==> config.mk <==
export PLATFORM = sky130hd
export DESIGN_NAME = ctrl_sequencer_flat
export DESIGN_NICKNAME = d
export VERILOG_FILES = /design/src/rtl/ctrl_sequencer_if.sv /design/src/rtl/ctrl_sequencer.sv /design/src/flat_wrapper.sv
export SDC_FILE = /design/constraint.sdc
export NUM_CORES = 1
export LEC_CHECK = 0
export CORE_MARGIN = 3
export CORE_UTILIZATION = 50
export CTS_CLUSTER_SIZE = 28
export DETAILED_ROUTE_END_ITERATION = 10
export HOLD_SLACK_MARGIN = 0.1
export PLACE_DENSITY = 0.89
export REMOVE_ABC_BUFFERS = 1
export SYNTH_ARGS = -nofsm -noshare
export SYNTH_HDL_FRONTEND = slang
export SYNTH_SLANG_ARGS = --single-unit
==> constraint.sdc <==
create_clock -name clk -period 3.4 [get_ports clk]
set_input_delay 0.51 -clock clk [delete_from_list [all_inputs] [get_ports clk]]
set_output_delay 0.51 -clock clk [all_outputs]
set_load 0.05 [all_outputs]
==> src/rtl/ctrl_sequencer_if.sv <==
// Handshake and control-word bundle between an instruction source and ctrl_sequencer.
// The master side presents opcodes; the slave side (the sequencer) returns the control word.
interface ctrl_sequencer_if #(
    parameter int unsigned OPW  = 4,
    parameter int unsigned ALUW = 3,
    parameter int unsigned ECW  = 8
);
    logic            instr_valid;
    logic [OPW-1:0]  opcode;
    logic            instr_ready;
    logic            ctrl_valid;
    logic            RegWrite;
    logic            MemtoReg;
    logic            MemWrite;
    logic            ALUSrc;
    logic            RegDst;
    logic [ALUW-1:0] ALUControl1;
    logic [ALUW-1:0] ALUControl2;
    logic            halted;
    logic            illegal;
    logic [ECW-1:0]  err_cnt;

    modport master (
        output instr_valid, opcode,
        input  instr_ready, ctrl_valid, RegWrite, MemtoReg, MemWrite, ALUSrc, RegDst,
        input  ALUControl1, ALUControl2, halted, illegal, err_cnt
    );

    modport slave (
        input  instr_valid, opcode,
        output instr_ready, ctrl_valid, RegWrite, MemtoReg, MemWrite, ALUSrc, RegDst,
        output ALUControl1, ALUControl2, halted, illegal, err_cnt
    );
endinterface

==> src/rtl/ctrl_sequencer.sv <==
// Control sequencer: decodes opcodes into a registered datapath control word.
// Single-cycle ops produce the word one cycle after acceptance; MUL/MAC stall the
// front end for MUL_LAT cycles; HALT parks the sequencer until reset; undefined
// opcodes act as NOP, pulse illegal and bump a saturating error counter.
module ctrl_sequencer #(
    parameter int unsigned OPW     = 4,
    parameter int unsigned ALUW    = 3,
    parameter int unsigned MUL_LAT = 2,
    parameter int unsigned ECW     = 8
) (
    input  logic           clk,
    input  logic           rst_n,
    ctrl_sequencer_if.slave bus
);
    // Wide enough to hold MUL_LAT-1.
    localparam int unsigned CW = (MUL_LAT > 1) ? $clog2(MUL_LAT) : 1;

    localparam logic [3:0] OpNop  = 4'h0;
    localparam logic [3:0] OpAdd  = 4'h1;
    localparam logic [3:0] OpMul  = 4'h2;
    localparam logic [3:0] OpSlt  = 4'h3;
    localparam logic [3:0] OpMac  = 4'h4;
    localparam logic [3:0] OpAddi = 4'h9;
    localparam logic [3:0] OpHalt = 4'hB;
    localparam logic [3:0] OpLd   = 4'hE;
    localparam logic [3:0] OpSt   = 4'hF;

    typedef enum logic [1:0] {StRun, StMwait, StHalt} state_e;

    state_e state_q, state_d;
    logic [CW-1:0]   cnt_q, cnt_d;
    logic            ctrl_valid_q, ctrl_valid_d;
    logic            rw_q, rw_d, mtr_q, mtr_d, mw_q, mw_d;
    logic            src_q, src_d, dst_q, dst_d;
    logic [ALUW-1:0] a1_q, a1_d, a2_q, a2_d;
    logic            halted_q, halted_d, illegal_q, illegal_d;
    logic [ECW-1:0]  err_cnt_q, err_cnt_d;

    logic [3:0]     op_lo;
    logic [OPW-1:0] op_hi;
    logic           dec_rw, dec_mtr, dec_mw, dec_src, dec_dst;
    logic [2:0]     dec_a1, dec_a2;
    logic           dec_mul, dec_halt, dec_undef;

    // All-ones means pass/none and must stay all-ones at any ALUW.
    function automatic logic [ALUW-1:0] alu_ext(input logic [2:0] code);
        if (code == 3'b111) begin
            return '1;
        end
        return ALUW'(code);
    endfunction

    assign op_lo = bus.opcode[3:0];
    assign op_hi = bus.opcode >> 4;

    // Opcode decode; anything undefined yields the NOP word.
    always_comb begin
        dec_rw    = 1'b0;
        dec_mtr   = 1'b0;
        dec_mw    = 1'b0;
        dec_src   = 1'b0;
        dec_dst   = 1'b0;
        dec_a1    = 3'b111;
        dec_a2    = 3'b111;
        dec_mul   = 1'b0;
        dec_halt  = 1'b0;
        dec_undef = 1'b0;
        if (|op_hi) begin
            dec_undef = 1'b1;
        end else begin
            case (op_lo)
                OpNop: ;
                OpAdd: begin
                    dec_rw  = 1'b1;
                    dec_a1  = 3'b000;
                    dec_dst = 1'b1;
                end
                OpMul: begin
                    dec_rw  = 1'b1;
                    dec_a1  = 3'b001;
                    dec_dst = 1'b1;
                    dec_mul = 1'b1;
                end
                OpSlt: begin
                    dec_rw  = 1'b1;
                    dec_a1  = 3'b010;
                    dec_dst = 1'b1;
                end
                OpMac: begin
                    dec_rw  = 1'b1;
                    dec_a1  = 3'b001;
                    dec_a2  = 3'b000;
                    dec_dst = 1'b1;
                    dec_mul = 1'b1;
                end
                OpAddi: begin
                    dec_rw  = 1'b1;
                    dec_a1  = 3'b000;
                    dec_src = 1'b1;
                end
                OpHalt: dec_halt = 1'b1;
                OpLd: begin
                    dec_rw  = 1'b1;
                    dec_mtr = 1'b1;
                    dec_a1  = 3'b000;
                    dec_src = 1'b1;
                end
                OpSt: begin
                    dec_mw  = 1'b1;
                    dec_a1  = 3'b000;
                    dec_src = 1'b1;
                end
                default: dec_undef = 1'b1;
            endcase
        end
    end

    // Next state and next control word; write enables drop whenever the word is not valid.
    always_comb begin
        state_d      = state_q;
        cnt_d        = cnt_q;
        ctrl_valid_d = 1'b0;
        rw_d         = 1'b0;
        mtr_d        = 1'b0;
        mw_d         = 1'b0;
        src_d        = src_q;
        dst_d        = dst_q;
        a1_d         = a1_q;
        a2_d         = a2_q;
        halted_d     = halted_q;
        illegal_d    = 1'b0;
        err_cnt_d    = err_cnt_q;
        unique case (state_q)
            StRun: begin
                if (bus.instr_valid) begin
                    src_d = dec_src;
                    dst_d = dec_dst;
                    a1_d  = alu_ext(dec_a1);
                    a2_d  = alu_ext(dec_a2);
                    if (dec_mul && (MUL_LAT > 1)) begin
                        state_d = StMwait;
                        cnt_d   = CW'(MUL_LAT - 1);
                    end else begin
                        ctrl_valid_d = 1'b1;
                        rw_d         = dec_rw;
                        mtr_d        = dec_mtr;
                        mw_d         = dec_mw;
                    end
                    if (dec_halt) begin
                        state_d  = StHalt;
                        halted_d = 1'b1;
                    end
                    if (dec_undef) begin
                        illegal_d = 1'b1;
                        if (err_cnt_q != '1) begin
                            err_cnt_d = err_cnt_q + ECW'(1);
                        end
                    end
                end
            end
            StMwait: begin
                // The final countdown step releases the word and reopens the front end.
                if (cnt_q <= CW'(1)) begin
                    state_d      = StRun;
                    cnt_d        = '0;
                    ctrl_valid_d = 1'b1;
                    rw_d         = 1'b1;
                end else begin
                    cnt_d = cnt_q - CW'(1);
                end
            end
            StHalt: ;
            default: state_d = StRun;
        endcase
    end

    // State and output registers with asynchronous reset.
    always_ff @(posedge clk or negedge rst_n) begin
        if (!rst_n) begin
            state_q      <= StRun;
            cnt_q        <= '0;
            ctrl_valid_q <= 1'b0;
            rw_q         <= 1'b0;
            mtr_q        <= 1'b0;
            mw_q         <= 1'b0;
            src_q        <= 1'b0;
            dst_q        <= 1'b0;
            a1_q         <= '1;
            a2_q         <= '1;
            halted_q     <= 1'b0;
            illegal_q    <= 1'b0;
            err_cnt_q    <= '0;
        end else begin
            state_q      <= state_d;
            cnt_q        <= cnt_d;
            ctrl_valid_q <= ctrl_valid_d;
            rw_q         <= rw_d;
            mtr_q        <= mtr_d;
            mw_q         <= mw_d;
            src_q        <= src_d;
            dst_q        <= dst_d;
            a1_q         <= a1_d;
            a2_q         <= a2_d;
            halted_q     <= halted_d;
            illegal_q    <= illegal_d;
            err_cnt_q    <= err_cnt_d;
        end
    end

    assign bus.instr_ready = (state_q == StRun);
    assign bus.ctrl_valid  = ctrl_valid_q;
    assign bus.RegWrite    = rw_q;
    assign bus.MemtoReg    = mtr_q;
    assign bus.MemWrite    = mw_q;
    assign bus.ALUSrc      = src_q;
    assign bus.RegDst      = dst_q;
    assign bus.ALUControl1 = a1_q;
    assign bus.ALUControl2 = a2_q;
    assign bus.halted      = halted_q;
    assign bus.illegal     = illegal_q;
    assign bus.err_cnt     = err_cnt_q;
endmodule

==> src/flat_wrapper.sv <==
// flat-port wrapper written by rule: the top's interface ports become plain ports
module ctrl_sequencer_flat 
#(
    parameter int unsigned OPW     = 4,
    parameter int unsigned ALUW    = 3,
    parameter int unsigned MUL_LAT = 2,
    parameter int unsigned ECW     = 8
)
  (clk, rst_n, bus_instr_valid, bus_opcode, bus_instr_ready, bus_ctrl_valid, bus_RegWrite, bus_MemtoReg, bus_MemWrite, bus_ALUSrc, bus_RegDst, bus_ALUControl1, bus_ALUControl2, bus_halted, bus_illegal, bus_err_cnt);
  ctrl_sequencer_if #(.OPW(OPW), .ALUW(ALUW), .ECW(ECW)) bus_i ();
  input  logic clk;
  input  logic rst_n;
  input wire logic [$bits(bus_i.instr_valid)-1:0] bus_instr_valid;
  input wire logic [$bits(bus_i.opcode)-1:0] bus_opcode;
  output wire logic [$bits(bus_i.instr_ready)-1:0] bus_instr_ready;
  output wire logic [$bits(bus_i.ctrl_valid)-1:0] bus_ctrl_valid;
  output wire logic [$bits(bus_i.RegWrite)-1:0] bus_RegWrite;
  output wire logic [$bits(bus_i.MemtoReg)-1:0] bus_MemtoReg;
  output wire logic [$bits(bus_i.MemWrite)-1:0] bus_MemWrite;
  output wire logic [$bits(bus_i.ALUSrc)-1:0] bus_ALUSrc;
  output wire logic [$bits(bus_i.RegDst)-1:0] bus_RegDst;
  output wire logic [$bits(bus_i.ALUControl1)-1:0] bus_ALUControl1;
  output wire logic [$bits(bus_i.ALUControl2)-1:0] bus_ALUControl2;
  output wire logic [$bits(bus_i.halted)-1:0] bus_halted;
  output wire logic [$bits(bus_i.illegal)-1:0] bus_illegal;
  output wire logic [$bits(bus_i.err_cnt)-1:0] bus_err_cnt;
  assign bus_i.instr_valid = bus_instr_valid;
  assign bus_i.opcode = bus_opcode;
  assign bus_instr_ready = bus_i.instr_ready;
  assign bus_ctrl_valid = bus_i.ctrl_valid;
  assign bus_RegWrite = bus_i.RegWrite;
  assign bus_MemtoReg = bus_i.MemtoReg;
  assign bus_MemWrite = bus_i.MemWrite;
  assign bus_ALUSrc = bus_i.ALUSrc;
  assign bus_RegDst = bus_i.RegDst;
  assign bus_ALUControl1 = bus_i.ALUControl1;
  assign bus_ALUControl2 = bus_i.ALUControl2;
  assign bus_halted = bus_i.halted;
  assign bus_illegal = bus_i.illegal;
  assign bus_err_cnt = bus_i.err_cnt;
  ctrl_sequencer #(.OPW(OPW), .ALUW(ALUW), .MUL_LAT(MUL_LAT), .ECW(ECW)) u_core (.clk(clk), .rst_n(rst_n), .bus(bus_i));
endmodule
==> flow_metrics.env <==
export IMPL_syn_avg_cell_area_um2=10.29
export IMPL_cellLeakagePower_nw=0.5861
export IMPL_core_area_mm2=0.002022
export IMPL_yosysTopAreaCell="dfrtp_1"
export IMPL_port_buffers=29
export IMPL_n_antenna_cell=0
export IMPL_num_vias=874
export IMPL_crit_required_ns=2.89
export IMPL_dieArea_mm2=0.002778
export IMPL_initial_core_util_pct=53.96
export IMPL_worst_skew_pair_late_latency_ns=0.30
export IMPL_ys_seq_elements=22
export IMPL_cts_setup_buffers=0
export IMPL_power_density_mw_per_mm2=717.5
export IMPL_nets=141
export IMPL_max_freq_ghz=0.4447
export IMPL_drv_cap=0
export IMPL_final_cells=158
export IMPL_rsz0062_at_grt="false"
export IMPL_power_share_clock_pct=11.2
export IMPL_track_usage_pct=17.25
export IMPL_cpPeakStageDelay_ns=0.82
export IMPL_die_y_um=52.71
export IMPL_wl_um=2158
export IMPL_power_share_sequential_pct=39.3
export IMPL_synth_cells=106
export IMPL_cts_root_buf="clkbuf_4"
export IMPL_ys_top_cells_by_count="dfrtp_1, nand2_1, nor2_1"
export IMPL_status="finished, final reports clean"
export IMPL_grt_max_degree=23
export IMPL_critPathTopFamily="buffers and inverters"
export IMPL_final_period_utilization_pct=66.14
export IMPL_fin_skew_ns=0.002215
export IMPL_cts_tree="yes"
export IMPL_synth_flop_cell="dfrtp_1"
export IMPL_cts_sinks=22
export IMPL_slew_limit_headroom_pct=36.25
export IMPL_gp_congestion=0.8324
export IMPL_cts_resized=0
export IMPL_via_per_inst=5.532
export IMPL_overflow=0
export IMPL_yosysWarnings=0
export IMPL_area_delta_synth_final_pct=28.44
export IMPL_grt_pass1_wl_um=3477
export IMPL_hold_violations=0
export IMPL_antenna_found_initial=0
export IMPL_critPathArrivalTime_ns=1.74
export IMPL_ys_seq_area_share_pct=50.92
export IMPL_wl_per_cell_um=13.66
export IMPL_ys_types=36
export IMPL_finalSetupViolCount=0
export IMPL_synth_cell_area_mm2=0.001091
export IMPL_clk_pin_slew_ns=0.11
export IMPL_p_int_mw=0.5396
export IMPL_peakVddDrop_mv=0.4594
export IMPL_path_class="register to output pin"
export IMPL_tightest_slew_ns=0.9532
export IMPL_yosysMostFrequentCell="dfrtp_1"
export IMPL_cp_end_kind="output pin"
export IMPL_drive_above_1_share_pct=10.69
export IMPL_power_frac_comb_pct=49.5
export IMPL_cp_start_kind="register"
export IMPL_htreeDepth=1
export IMPL_critPathMaxFanout=5
export IMPL_dp_cells=155
export IMPL_report_final_slew_viol_count=0
export IMPL_dp_hpwl_um=1637
export IMPL_cts_hold_buf=0
export IMPL_worstPathCellList="nor2_1 -> clkdlybuf4s50_1"
export IMPL_clock_path_buffers=2
export IMPL_swShare_pct=46.34
export IMPL_p_sw_mw=0.4659
export IMPL_synth_edf_count=0
export IMPL_fin_tns_setup_ns=0
export IMPL_dieWidth_um=52.71
export IMPL_ys_async_sr_fraction_pct=100.0
export IMPL_timing_final_crit_period_ns=2.249
export IMPL_crit_slowest_cell="clkdlybuf4s50_1"
export IMPL_num_rows=16
export IMPL_hold_path_class="register to register"
export IMPL_io_pins=30
export IMPL_grt_pass1_vias=828
export IMPL_cts_inserted_buffers=3
export IMPL_drt_iter0_markers=24
export IMPL_yosys_area_top_type_share_pct=41.28
export IMPL_final_antenna_net_count=0
export IMPL_drc_errors=0
export IMPL_first_pass_iters=4
export IMPL_crit_buf_inv=1
export IMPL_ys_top_cells_by_area="dfrtp_1, dfstp_2, xor2_1"
layout by cell type (no fill, tap or decap), types with 3 or more instances in the layout:
master           count
nor2b_1              3
dfrtp_1             18
nand3_1              4
xor2_1               6
and3_1               3
o21ai_0              5
nor2_1               8
clkbuf_4             3
dfstp_2              4
inv_1                3
nor3_1               5
nand2_1             10
clkdlybuf4s50_1     29
a21oi_1              6
per-stage QoR:
stage / total power [mW] / cell area [um^2] / setup WS, ns / hold WS [ns] / utilization, %
floorplan: 0.7233 / 1055 / 1.426 / 0.2144 / -
global placement: 0.8891 / 1379 / 1.110 / 0.4438 / 68.19
detailed placement: 0.9035 / 1379 / 1.041 / 0.4629 / 68.19
CTS: 1.016 / 1401 / 1.129 / 0.4838 / 69.31
global route: 1.059 / 1401 / 1.082 / 0.5018 / 69.31
finish: 1.006 / 1401 / 1.151 / 0.4799 / 69.31
area by class of cell:
type | count | area [um^2]
clock buffers | 3 | 22.52
multi-input cells | 74 | 488.0
inverters | 3 | 11.26
flip-flops and latches | 22 | 555.5
well taps | 27 | 33.78
repair buffers | 29 | 290.3
fillers | 153 | 620.6
layer usage:
| layer | wire [um] | share of wire, % | track usage [%] |
|---|---|---|---|
| met1 | 907 | 42 | 19.20 |
| met2 | 1106 | 51 | 30.99 |
| met3 | 108 | 5.0 | 3.134 |
| met4 | 35 | 1.6 | 8.511 |
| met5 | 0 | 0 | 0 |
flip-flops by register name, summed over array words and instances, names as in the netlist:
register	cells
u_core.bus.halted	1
u_core.bus.ALUControl2	1
u_core.bus.ctrl_valid	1
u_core.bus.err_cnt	8
u_core.bus.ALUControl1	3
u_core.bus.RegWrite	1
u_core.bus.illegal	1
u_core.bus.MemtoReg	1
u_core.bus.ALUSrc	1
u_core.state_q	2
u_core.bus.MemWrite	1
u_core.bus.RegDst	1
worst paths after layout:
check | start | to | slack (ns) | depth (start not counted)
worst max-delay path | u_core.state_q[0] | bus_instr_ready | 1.15 | 2
worst min-delay path | u_core.bus.ALUControl1[2] | u_core.bus.ALUControl1[2] | 0.48 | 2
worst max register to register | u_core.state_q[0] | u_core.bus.err_cnt[1] | 1.72 | 4
worst min register to register | u_core.bus.ALUControl1[2] | u_core.bus.ALUControl1[2] | 0.48 | 2
max in group asynchronous | rst_n | u_core.bus.MemWrite | 2.09 | 1
min in group asynchronous | rst_n | u_core.bus.err_cnt[6] | 0.73 | 1
kinds of logic after synthesis:
logic type,after synthesis,synth area share [%]
xor gates and xnor gates,7,5.619
DFF,22,50.92
AOI/OAI and AO/OA,21,13.42
buffers and inverters,10,4.357
muxes,1,1.032
adders and majority gates,1,1.147
and+or+nand+nor,44,23.51
tightest hold or removal path: cells and delay by family (launching register included):
kind             cells  cell delay, ns
DFF                  1            0.39
and+or+nand+nor      2            0.10
power groups by stage:
stage	Sequential [mW]	Combinational, mW	Clock (mW)
4_1_cts	0.396	0.503	0.118
6_report	0.395	0.497	0.113
5_1_grt	0.406	0.526	0.127
3_5_place_dp	0.401	0.503	0
3_3_place_gp	0.397	0.493	0
2_1_floorplan	0.606	0.117	0
Note: power is estimated with default switching activity, not from simulation.
